==> config.mk <==
export PLATFORM = sky130hd
export DESIGN_NAME = ps2_key_ctrl
export DESIGN_NICKNAME = d
export VERILOG_FILES = /design/src/rtl/ps2_pkg.sv /design/src/rtl/ps2_evq.sv /design/src/rtl/ps2_key_ctrl.sv
export SDC_FILE = /design/constraint.sdc
export NUM_CORES = 1
export LEC_CHECK = 0
export CORE_MARGIN = 4
export CORE_UTILIZATION = 25
export CTS_BUF_LIST = sky130_fd_sc_hd__clkbuf_8
export CTS_CLUSTER_SIZE = 8
export DETAILED_ROUTE_END_ITERATION = 10
export GPL_TIMING_DRIVEN = 1
export PLACE_DENSITY_LB_ADDON = 0.1
export RECOVER_POWER = 25
export SYNTH_ARGS = -nofsm -noshare
export SYNTH_HDL_FRONTEND = slang
export SYNTH_SLANG_ARGS = --single-unit
==> constraint.sdc <==
create_clock -name clk -period 3.33 [get_ports clk]
set_input_delay 0.333 -clock clk [delete_from_list [all_inputs] [get_ports clk]]
set_output_delay 0.333 -clock clk [all_outputs]
set_load 0.01 [all_outputs]
==> src/rtl/ps2_pkg.sv <==
// Shared constants and types for the PS/2 keyboard scancode path.
package ps2_pkg;

  localparam logic [7:0] PS2_EXT   = 8'hE0;
  localparam logic [7:0] PS2_BRK   = 8'hF0;
  localparam logic [7:0] SC_LSHIFT = 8'h12;
  localparam logic [7:0] SC_RSHIFT = 8'h59;
  localparam logic [7:0] SC_CTRL   = 8'h14;
  localparam logic [7:0] SC_CAPS   = 8'h58;

  typedef enum logic [1:0] {
    S_IDLE,
    S_ACK,
    S_GAP
  } ps2_state_t;

  // mods is {caps, ctrl, shift}
  typedef struct packed {
    logic [7:0] code;
    logic       ext;
    logic       brk;
    logic [2:0] mods;
  } ps2_event_t;

  function automatic logic is_prefix(input logic [7:0] b);
    return (b == PS2_EXT) || (b == PS2_BRK);
  endfunction

endpackage

==> src/rtl/ps2_evq.sv <==
// First-word-fall-through event queue; head reads as zero while empty.
module ps2_evq
  import ps2_pkg::*;
#(
  parameter int DEPTH = 4
) (
  input  logic       clk,
  input  logic       rst,
  input  logic       push,
  input  ps2_event_t push_data,
  input  logic       pop,
  output ps2_event_t head,
  output logic       full,
  output logic       empty
);

  localparam int AW = $clog2(DEPTH);

  ps2_event_t     mem [DEPTH];
  logic [AW-1:0]  wr_ptr;
  logic [AW-1:0]  rd_ptr;
  logic [AW:0]    count;
  logic           do_push;
  logic           do_pop;

  assign full    = (count == (AW+1)'(DEPTH));
  assign empty   = (count == '0);
  assign do_push = push && !full;
  assign do_pop  = pop && !empty;
  assign head    = empty ? '0 : mem[rd_ptr];

  always_ff @(posedge clk) begin
    if (do_push) mem[wr_ptr] <= push_data;
  end

  // Pointers wrap naturally because the depth is a power of two.
  always_ff @(posedge clk or posedge rst) begin
    if (rst) begin
      wr_ptr <= '0;
      rd_ptr <= '0;
      count  <= '0;
    end else begin
      if (do_push) wr_ptr <= wr_ptr + 1'b1;
      if (do_pop)  rd_ptr <= rd_ptr + 1'b1;
      case ({do_push, do_pop})
        2'b10:   count <= count + 1'b1;
        2'b01:   count <= count - 1'b1;
        default: count <= count;
      endcase
    end
  end

endmodule

==> src/rtl/ps2_key_ctrl.sv <==
// Drains scancode bytes from the PS/2 receiver, folds E0/F0 prefixes into
// key events, tracks modifiers and queues events for the consumer.
module ps2_key_ctrl
  import ps2_pkg::*;
#(
  parameter int EVQ_DEPTH = 4
) (
  input  logic       clk,
  input  logic       rest,
  input  logic       ps2_ready,
  input  logic [7:0] ps2_data,
  input  logic       ps2_overflow,
  output logic       ps2_nextdata_n,
  output logic       ev_valid,
  input  logic       ev_ready,
  output logic [7:0] ev_code,
  output logic       ev_ext,
  output logic       ev_brk,
  output logic [2:0] ev_mods,
  output logic [2:0] mods,
  output logic [7:0] press_cnt,
  output logic       ovf_seen
);

  ps2_state_t state;
  logic       pend_ext;
  logic       pend_brk;
  logic       caps_held;
  logic       caps_held_next;
  logic [2:0] mods_next;
  logic       final_byte;
  logic       push;
  logic       q_full;
  logic       q_empty;
  ps2_event_t push_ev;
  ps2_event_t head;

  assign final_byte = !is_prefix(ps2_data);
  assign push       = (state == S_IDLE) && ps2_ready && final_byte && !q_full;
  assign push_ev    = '{code: ps2_data, ext: pend_ext, brk: pend_brk, mods: mods_next};

  ps2_evq #(.DEPTH(EVQ_DEPTH)) u_evq (
    .clk       (clk),
    .rst       (rest),
    .push      (push),
    .push_data (push_ev),
    .pop       (ev_ready),
    .head      (head),
    .full      (q_full),
    .empty     (q_empty)
  );

  assign ev_valid = !q_empty;
  assign ev_code  = head.code;
  assign ev_ext   = head.ext;
  assign ev_brk   = head.brk;
  assign ev_mods  = head.mods;

  // Modifier state as it would stand after the current byte, if it is final.
  always_comb begin
    mods_next      = mods;
    caps_held_next = caps_held;
    if (!pend_ext && (ps2_data == SC_LSHIFT || ps2_data == SC_RSHIFT))
      mods_next[0] = !pend_brk;
    if (ps2_data == SC_CTRL)
      mods_next[1] = !pend_brk;
    if (!pend_ext && ps2_data == SC_CAPS) begin
      if (pend_brk) begin
        caps_held_next = 1'b0;
      end else if (!caps_held) begin
        mods_next[2]   = !mods[2];
        caps_held_next = 1'b1;
      end
    end
  end

  // A full queue leaves a final byte unacknowledged in the receiver.
  always_ff @(posedge clk or posedge rest) begin
    if (rest) begin
      state          <= S_IDLE;
      ps2_nextdata_n <= 1'b1;
      pend_ext       <= 1'b0;
      pend_brk       <= 1'b0;
      caps_held      <= 1'b0;
      mods           <= '0;
      press_cnt      <= '0;
      ovf_seen       <= 1'b0;
    end else begin
      if (ps2_overflow) ovf_seen <= 1'b1;
      case (state)
        S_IDLE: begin
          ps2_nextdata_n <= 1'b1;
          if (ps2_ready) begin
            if (ps2_data == PS2_EXT) begin
              pend_ext       <= 1'b1;
              ps2_nextdata_n <= 1'b0;
              state          <= S_ACK;
            end else if (ps2_data == PS2_BRK) begin
              pend_brk       <= 1'b1;
              ps2_nextdata_n <= 1'b0;
              state          <= S_ACK;
            end else if (!q_full) begin
              pend_ext       <= 1'b0;
              pend_brk       <= 1'b0;
              mods           <= mods_next;
              caps_held      <= caps_held_next;
              if (!pend_brk) press_cnt <= press_cnt + 8'd1;
              ps2_nextdata_n <= 1'b0;
              state          <= S_ACK;
            end
          end
        end
        S_ACK: begin
          ps2_nextdata_n <= 1'b1;
          state          <= S_GAP;
        end
        S_GAP: begin
          ps2_nextdata_n <= 1'b1;
          state          <= S_IDLE;
        end
        default: begin
          ps2_nextdata_n <= 1'b1;
          state          <= S_IDLE;
        end
      endcase
    end
  end

endmodule

==> flow_summary.toml, run 1 <==
[yosys]
ys_top_cells_by_area = "edfxtp_1 46%, dfrtp_1 18%, mux4_2 8.6%"
avgSynthCellArea_um2 = 16.70
synth_warnings = 0
synthCells = 203
netlist_area_um2 = 3391
synthDistinctLibCells = 44
syn-num-nets = 223
ys_ff_latch = 77
synth_top_area_share_pct = 46.05
seq_area_frac_synth_pct = 64.54
synth_top_area_cell = "edfxtp_1"

[timing]
finalSetupViolations = 0
skew_ns = 0.008009
post-route-min-period_ns = 2.650
drv_slew = 0
finalSetupTns_ns = 0
hold_violations = 0
rsz0062_at_grt = "false"
slew-limit-headroom_pct = 31.03
tightest_slew_ns = 1.033
period_share_pct = 79.59
timing.fmax_mhz = 377.3

[floorplan]
num_rows = 42
core_area_um2 = 13240
initial_core_util_pct = 25.60
fp.dieArea_um2 = 15490
die_y_um = 124.5
pin_count = 40
die_x_um = 124.5

[clocking]
cts_buffers = 9
clk_path_buf_depth = 2
clk_pin_slew_ns = 0.08
cts_root_buf = "clkbuf_8"
cts_tree = "built"
clock-sinks = 77
htreeDepth = 3
clock_latency_ns = 0.35
ctsHoldBuffers = 0
post_cts_buffers = 0
cts_resized = 0

[pwr]
power_switching_uw = 1069
pwr-share-clk_pct = 18.0
seq_power_share_pct = 43.5
p_sw_share_pct = 32.67
p_leak_uw = 0.001509
power.density_nw_per_um2 = 789.3
ir_worst_vdd_mv = 0.2749
p_comb_share_pct = 38.4
p_int_uw = 2203

[setup_path]
crit_fanout = 12
worstPathArrival_ns = 2.32
crit_path_end_kind = "output port"
required_ns = 3.00
crit_type = "flop to output port"
cp_slowest_stage_delay_ns = 0.56
critPathSlowestCell = "mux4_2"
cp-start-kind = "flop"
cp_cell_sequence = "buf_4 > mux4_2 > and2_1 > clkdlybuf4s50_1"

[grt]
overflow = 0
grt_max_degree = 26
track_usage_pct = 9.971
antenna_found_initial = 0
grt_pass1_vias = 1935
grt_pass1_wl_um = 11600

[route]
postRouteAntennaNets = 0
wl_per_cell_um = 16.80
drc_errors = 0
dr_total_vias = 1802
routed_wl_um = 7256
drt_iter0_drc = 103
drt_pass1_iterations = 4
vias_per_cell = 4.171

[layout]
final_util_pct = 31.30
mostFrequentLayoutCells = "52 x edfxtp_1, 30 x clkdlybuf4s50_1, 24 x dfrtp_1"
num-nets-final = 271
num_antenna_cells = 0
drive_above_1_share_pct = 17.97
area_delta_synth_final_pct = 22.25
final_common_cell = "edfxtp_1"

[placed_design]
port_buffers = 39
dp.final_hpwl_um = 4762
gp_congestion = 0.6865

[worst_hold_path]
min_path_type = "flop to flop"

[outcome]
run_status = "finished clean"

[flow_run]
maxCapViolCount = 0
==> layer usage <==
layer | up-vias | routed length (um) | track usage [%]
met5 | - | 0 | 0
met4 | 0 | 123 | 3.868
met3 | 8 | 303 | 3.216
met2 | 42 | 3506 | 15.84
met1 | 892 | 3322 | 12.65
li1 | 860 | - | -
==> registers in the layout, indices dropped and copies added, names as in the netlist <==
signal,count
caps_held,1
mods,3
ovf_seen,1
pend_brk,1
pend_ext,1
press_cnt,8
ps2_nextdata_n,1
state,2
u_evq.count,3
u_evq.mem,52
u_evq.rd_ptr,2
u_evq.wr_ptr,2
==> cell families (layout without fill, tap and decap cells) <==
| kind of cell | after synthesis | count (layout) | synth area share, % |
|---|---|---|---|
| flops | 77 | 77 | 64.54 |
| simple gates | 59 | 59 | 13.84 |
| compound gates | 9 | 9 | 1.845 |
| xor+xnor | 15 | 15 | 3.874 |
| fa+ha+maj | 7 | 7 | 2.804 |
| mux | 18 | 18 | 10.22 |
| buf+inv | 18 | 71 | 2.878 |
==> stage by stage <==
step / setup WS [ns] / area [um2] / hold slack (ns) / cells / power, uW
finish: 0.6797 / 4145 / 0.4736 / 432 / 3272
global placement: 0.5934 / 3986 / 0.4553 / 416 / 2748
detailed placement: 0.5590 / 3986 / 0.4548 / 416 / 2747
global route: 0.5423 / 4145 / 0.4985 / 432 / 3512
CTS: 0.6110 / 4145 / 0.4780 / 432 / 3364
floorplan: 1.257 / 3391 / 0.3596 / 203 / 2174
==> cell type report <==
cell class | count | area (um2)
timing repair buffer | 45 | 435.4
multi-input combinational | 108 | 1105
tap | 176 | 220.2
sequential | 77 | 2188
clock buffer | 9 | 123.9
fill | 1343 | 9097
inverter | 10 | 37.54
clock inverter | 7 | 35.03
==> synthesized netlist by cell type <==
cell,instances
fa_1,1
clkbuf_1,1
nand4b_1,1
nor4b_1,1
nor3_1,2
nor4_4,4
o21ai_0,2
nand2_1,4
dfstp_2,1
mux4_2,13
nor3b_1,1
o31ai_1,2
edfxtp_1,52
buf_2,3
nand3_1,2
nor2b_1,1
ha_1,6
or3b_1,1
nor4_1,2
o211ai_1,1
nand2_4,1
mux2_2,3
nor2_4,1
o41ai_1,2
buf_6,3
buf_4,1
and2_1,19
or2_2,1
a31oi_1,2
dfrtp_1,24
and4_1,3
nor4bb_1,1
nor3_2,1
nor4b_4,1
mux2i_1,2
nor3b_4,1
and3_1,1
xnor2_1,4
nand4_1,3
nor2_1,5
and4b_1,1
or3_1,1
xor2_1,11
inv_1,10
==> final timing paths <==
check	startpoint	to	slack, ns	depth (start not counted)
max	u_evq.rd_ptr[0]	ev_mods[0]	0.68	4
min	press_cnt[7]	press_cnt[7]	0.47	1
max reg2reg	u_evq.count[0]	u_evq.count[2]	0.91	10
min reg2reg	press_cnt[7]	press_cnt[7]	0.47	1
max in group asynchronous	rest	mods[0]	2.03	2
min in group asynchronous	rest	state[0]	0.67	2
==> power groups by stage <==
stage / Combinational, uW / Clock [uW] / Sequential (uW)
final: 1260 / 590 / 1420
after global routing: 1380 / 668 / 1460
after CTS: 1300 / 627 / 1430
after detailed placement: 1300 / 0 / 1450
after global placement: 1290 / 0 / 1450
after floorplan: 782 / 0 / 1390
==> critical path: cells and delay by family (launching register included) <==
family / cells / cell delay (ns)
muxes: 1 / 0.56
buffers and inverters: 2 / 0.78
DFF: 1 / 0.44
and+or+nand+nor: 1 / 0.17
Power figures use the tool's default switching activity.
==> run 2: changes to the inputs <==
==> constraint.sdc (replaced) <==
create_clock -name clk -period 2.6 [get_ports clk]
set_input_delay 0.26 -clock clk [delete_from_list [all_inputs] [get_ports clk]]
set_output_delay 0.26 -clock clk [all_outputs]
set_load 0.01 [all_outputs]
==> run 2 against run 1 <==
  * Cell area increased by 5.2%
  * Die area is the same
  * First-iteration DRC count decreased by 15%
  * Flip-flop and latch count stayed put
  * Routed wire length up 2.7%
  * Setup slack lost 0.48 ns
  * Critical path type unchanged
  * Critical path depth is the same
  * Sequential power grew 25%
  * Register-to-register slack got worse by 0.46 ns
  * Sequential share of layout area down 2.6 points
  * Combinational power grew 41%
  * Clock power increased by 67%
==> flow_summary.toml, run 2 (same netlist as run 1, synthesis figures left out) <==
[pwr]
seq_power_share_pct = 39.0
p_int_uw = 3126
power.density_nw_per_um2 = 1041
p_sw_share_pct = 31.11
p_leak_uw = 0.001595
pwr-share-clk_pct = 21.8
p_comb_share_pct = 39.2
ir_worst_vdd_mv = 0.3267
power_switching_uw = 1412

[outcome]
run_status = "finished clean"

[floorplan]
core_area_um2 = 13240
die_y_um = 124.5
fp.dieArea_um2 = 15490
initial_core_util_pct = 25.60
pin_count = 40
num_rows = 42
die_x_um = 124.5

[route]
routed_wl_um = 7452
wl_per_cell_um = 16.63
drt_pass1_iterations = 4
postRouteAntennaNets = 0
dr_total_vias = 1874
vias_per_cell = 4.183
drc_errors = 0
drt_iter0_drc = 88

[setup_path]
cp.depth = 4
startpoint = "u_evq.rd_ptr[0]"
crit_buf_inv = 2
r2r_setup_slack_ns = 0.45
cp_top_family = "buffers and inverters"
crit_path_end_kind = "output port"
crit_fanout = 14
worstPathArrival_ns = 2.14
critPathSlowestCell = "mux4_2"
crit_type = "flop to output port"
cp_cell_sequence = "buf_12 > mux4_2 > and2_1 > clkdlybuf4s50_1"
crit_path_end = "ev_mods[0]"
cp_slowest_stage_delay_ns = 0.54
required_ns = 2.34
crit-reg2reg-capture = "u_evq.count[2]"
cp-start-kind = "flop"
rr_worst_depth = 10
r2r_start = "u_evq.count[0]"

[clocking]
cts_resized = 0
cts_buffers = 9
cts_tree = "built"
post_cts_buffers = 0
htreeDepth = 3
clock_latency_ns = 0.35
clock-sinks = 77
cts_root_buf = "clkbuf_8"
clk_path_buf_depth = 2
ctsHoldBuffers = 0
clk_pin_slew_ns = 0.08

[layout]
area_delta_synth_final_pct = 28.60
drive_above_1_share_pct = 21.32
mostFrequentLayoutCells = "52 x edfxtp_1, 32 x clkdlybuf4s50_1, 24 x dfrtp_1"
postLayoutCellArea_um2 = 4360
num_antenna_cells = 0
largest_register = "u_evq.mem"
num-nets-final = 287
largest_reg_flops = 52
final_common_cell = "edfxtp_1"
largestRegisters = "u_evq.mem: 52 flops, press_cnt: 8 flops"

[grt]
grt_pass1_vias = 1999
grt_max_degree = 20
track_usage_pct = 10.15
antenna_found_initial = 0
overflow = 0
grt_pass1_wl_um = 11750

[timing]
period_share_pct = 92.18
finalSetupViolations = 0
slew-limit-headroom_pct = 25.10
timing.fmax_mhz = 417.2
drv_slew = 0
finalSetupTns_ns = 0
tightest_slew_ns = 1.123
hold_violations = 0
post-route-min-period_ns = 2.397
rsz0062_at_grt = "false"
skew_ns = 0.01086

[placed_design]
port_buffers = 39
gp_congestion = 0.6516
dp.final_hpwl_um = 4943
placed_cell_area_um2 = 4169

[flow_run]
maxCapViolCount = 0

[worst_hold_path]
min_path_type = "input port to async pin"
run 2: changes by cell type in the layout (fill, tap and decap cells not counted), sizes merged:
cell           delta
buf              +10
clkbuf            +6
bufinv            +2
clkdlybuf4s50     +2
dlygate4sd3       -2
inv               -2
clkinv            -1
clkinvlp          +1
run 2: worst min path at each step:
stage	end	slack (ns)	cells past startpoint
3_3_place_gp	ovf_seen	0.46	1
4_1_cts	ovf_seen	0.11	2
5_1_grt	ovf_seen	0.27	2
3_5_place_dp	press_cnt[7]	0.46	1
2_1_floorplan	caps_held	0.29	1
6_report	ovf_seen	0.26	2
run 2: per-layer routing:
layer | global-route usage, % | wire [um]
met1 | 13.00 | 3558
met2 | 16.03 | 3520
met5 | 0 | 0
met4 | 5.029 | 153
met3 | 2.487 | 221
run 2: power by group through the flow:
stage / Clock [uW] / Sequential, uW / Combinational (uW)
floorplan: 0 / 1780 / 1000
global route: 1090 / 1810 / 1950
finish: 988 / 1770 / 1780
detailed placement: 0 / 1800 / 1840
CTS: 1040 / 1780 / 1850
global placement: 0 / 1800 / 1840
run 2: area by class of cell:
cell class | count | area (um2)
clock buffer | 9 | 123.9
clock inverter | 7 | 90.09
fill | 1332 | 8882
inverter | 10 | 37.54
multi-input combinational | 108 | 1105
sequential | 77 | 2188
tap | 176 | 220.2
timing repair buffer | 61 | 595.6
run 2: through the flow:
| stage | utilization, % | instances | power [uW] | hold slack (ns) | setup WS [ns] |
|---|---|---|---|---|---|
| 4_1_cts | 33.10 | 448 | 4664 | 0.1108 | 0.1490 |
| 5_1_grt | 32.93 | 448 | 4844 | 0.2691 | 0.07034 |
| 3_5_place_dp | 31.48 | 432 | 3641 | 0.4601 | -0.1026 |
| 2_1_floorplan | - | 203 | 2784 | 0.2866 | 0.5266 |
| 6_report | 32.93 | 448 | 4538 | 0.2627 | 0.2032 |
| 3_3_place_gp | 31.48 | 432 | 3638 | 0.4571 | -0.04995 |
==> run 3: changes to the inputs <==
--- a/config.mk
+++ b/config.mk
@@ -5,9 +5,10 @@
 export SDC_FILE = /design/constraint.sdc
 export NUM_CORES = 1
 export LEC_CHECK = 0
+export ABC_AREA = 1
 export CORE_MARGIN = 4
 export CORE_UTILIZATION = 25
-export CTS_BUF_LIST = sky130_fd_sc_hd__clkbuf_8
+export CTS_BUF_LIST = sky130_fd_sc_hd__clkbuf_4 sky130_fd_sc_hd__clkbuf_8
 export CTS_CLUSTER_SIZE = 8
 export DETAILED_ROUTE_END_ITERATION = 10
 export GPL_TIMING_DRIVEN = 1
==> run 3 against run 2 <==
  * Register-to-register slack hardly changed
  * Highest routed layer unchanged
  * Critical path type unchanged
  * Combinational power increased by 19%
  * First-iteration DRC count is 100% higher
  * Flip-flop and latch count is the same
  * Via count up 38%
==> flow_summary.toml, run 3 <==
[outcome]
run_status = "finished clean"

[clocking]
cts_buffers = 9
htreeDepth = 3
clk_pin_slew_ns = 0.08
clock_latency_ns = 0.35
clock-sinks = 77
cts_resized = 0
cts_tree = "built"
ctsHoldBuffers = 0
cts_root_buf = "clkbuf_8"
clk_path_buf_depth = 2
post_cts_buffers = 0

[timing]
rsz0062_at_grt = "false"
finalSetupTns_ns = 0
slew-limit-headroom_pct = 3.988
post-route-min-period_ns = 2.355
timing.fmax_mhz = 424.7
tightest_slew_ns = 1.440
skew_ns = 0.009239
period_share_pct = 90.56
hold_violations = 0
finalSetupViolations = 0
drv_slew = 0

[grt]
overflow = 0
grt_max_degree = 28
grt_pass1_vias = 2662
grt_pass1_wl_um = 14530
antenna_found_initial = 0
track_usage_pct = 11.63

[pwr]
ir_worst_vdd_mv = 0.3102
p_leak_uw = 0.001879
power.density_nw_per_um2 = 1070

[route]
dr_total_vias = 2585
wl_per_cell_um = 14.11
drc_errors = 0
drt_iter0_drc = 177
routed_wl_um = 8816
vias_per_cell = 4.136
postRouteAntennaNets = 0
drt_pass1_iterations = 4

[layout]
num-nets-final = 461
finalNonFillerCells = 625
drive_above_1_share_pct = 11.69
fillerInstances = 1473
area_delta_synth_final_pct = 25.26
mostFrequentLayoutCells = "79 x nor2_1, 74 x nand2_1, 52 x edfxtp_1"
largestRegisters = "u_evq.mem: 52 flops, press_cnt: 8 flops"
largest_reg_flops = 52
num_antenna_cells = 0
final_common_cell = "nor2_1"
largest_register = "u_evq.mem"

[yosys]
ys_top_cells_by_area = "edfxtp_1 43%, dfrtp_1 16%, nor2_1 8.1%"
synth_top_area_share_pct = 42.83
synth-edff-count = 52
async_reset_ff_share_pct = 32.47
ys_top_cells_by_count = "79 x nor2_1, 74 x nand2_1, 52 x edfxtp_1"
netlist_area_um2 = 3646
synthDistinctLibCells = 29
syn-num-nets = 404
seq_area_frac_synth_pct = 60.02
synthCells = 384
ys_ff_latch = 77
avgSynthCellArea_um2 = 9.495
synth_warnings = 0
synth_top_area_cell = "edfxtp_1"
yosysMostFrequentCell = "nor2_1"
yosys_most_used_dff = "edfxtp_1"

[placed_design]
gp_congestion = 0.7069
dp.final_hpwl_um = 5845
port_buffers = 39
dp_cells = 610

[setup_path]
crit_type = "flop to output port"
r2r_setup_slack_ns = 0.46
crit-reg2reg-capture = "u_evq.count[2]"
crit_path_end_kind = "output port"
rr_worst_depth = 11
r2r_start = "u_evq.count[0]"
worstPathArrival_ns = 2.09
cp-start-kind = "flop"
crit_fanout = 27
required_ns = 2.34

[worst_hold_path]
whs_path_depth = 1
min_path_type = "flop to flop"
min-delay-start = "state[1]"
hold_end = "state[1]"

[floorplan]
initial_core_util_pct = 25.87
pin_count = 40
num_rows = 43
core_area_um2 = 14100
fp.dieArea_um2 = 16580
die_y_um = 128.8
die_x_um = 128.8

[flow_run]
maxCapViolCount = 0
-- run 3: logic make-up (layout without fill, tap and decap cells) --
logic type / count (synthesis) / in the layout / share of synthesized area, %
AOI/OAI and AO/OA: 45 / 45 / 6.177
xor gates and xnor gates: 6 / 6 / 1.441
adders and majority gates: 7 / 7 / 2.608
buffers and inverters: 56 / 117 / 6.280
DFF: 77 / 77 / 60.02
and+or+nand+nor: 193 / 193 / 23.47
-- run 3: critical path: stages, from the launching register on --
cell and delay (ns):
dfrtp_1 0.36, buf_4 0.31, nor2_1 0.09, nor2_1 0.08, o21ai_0 0.08, a21oi_1 0.23
clkdlybuf4s50_1 0.57
-- run 3: routing by layer --
metal  wire length (um)  vias to the layer above  global-route usage, %
li1                   -                     1352                      -
met2               4048                       41                  18.57
met4                167                        0                  5.559
met1               4353                     1180                  15.02
met5                  0                        -                      0
met3                246                       12                  2.491
-- run 3: stage by stage --
| stage | hold slack (ns) | utilization [%] | total power (uW) | setup WS (ns) | instance area, um2 |
|---|---|---|---|---|---|
| floorplan | 0.2866 | - | 3025 | 0.5375 | 3646 |
| global placement | 0.4101 | 31.00 | 3981 | 0.05869 | 4370 |
| detailed placement | 0.4151 | 31.00 | 3998 | 0.05466 | 4370 |
| CTS | 0.2511 | 32.48 | 5008 | 0.1843 | 4578 |
| global route | 0.4439 | 32.40 | 5298 | 0.04795 | 4567 |
| finish | 0.4228 | 32.40 | 4887 | 0.2454 | 4567 |
-- run 3: layout make-up --
type	count	area, um2	share of cell area, %
Clock buffer	10	131.4	2.877
Clock inverter	5	76.32	1.671
Inverter	46	172.7	3.781
Multi-Input combinational cell	251	1229	26.90
Sequential cell	77	2188	47.92
Tap cell	180	225.2	4.932
Timing Repair Buffer	56	544.3	11.92
-- run 3: worst max path at each step --
stage                         start              to  slack, ns  cells past startpoint
floorplan            u_evq.count[0]  u_evq.count[2]       0.54                     11
global placement        ps2_data[6]  u_evq.count[2]       0.06                     13
detailed placement      ps2_data[6]  u_evq.count[2]       0.05                     13
CTS                 u_evq.rd_ptr[0]      ev_code[3]       0.18                      6
global route        u_evq.rd_ptr[0]      ev_code[3]       0.05                      6
finish              u_evq.rd_ptr[0]      ev_mods[2]       0.25                      6
-- run 3: where the power goes --
group          switching [uW]  total, uW  internal (uW)
registers                 162       1790           1630
logic                    1210       2110            900
clock network             442        983            542
total                    1820       4890           3070
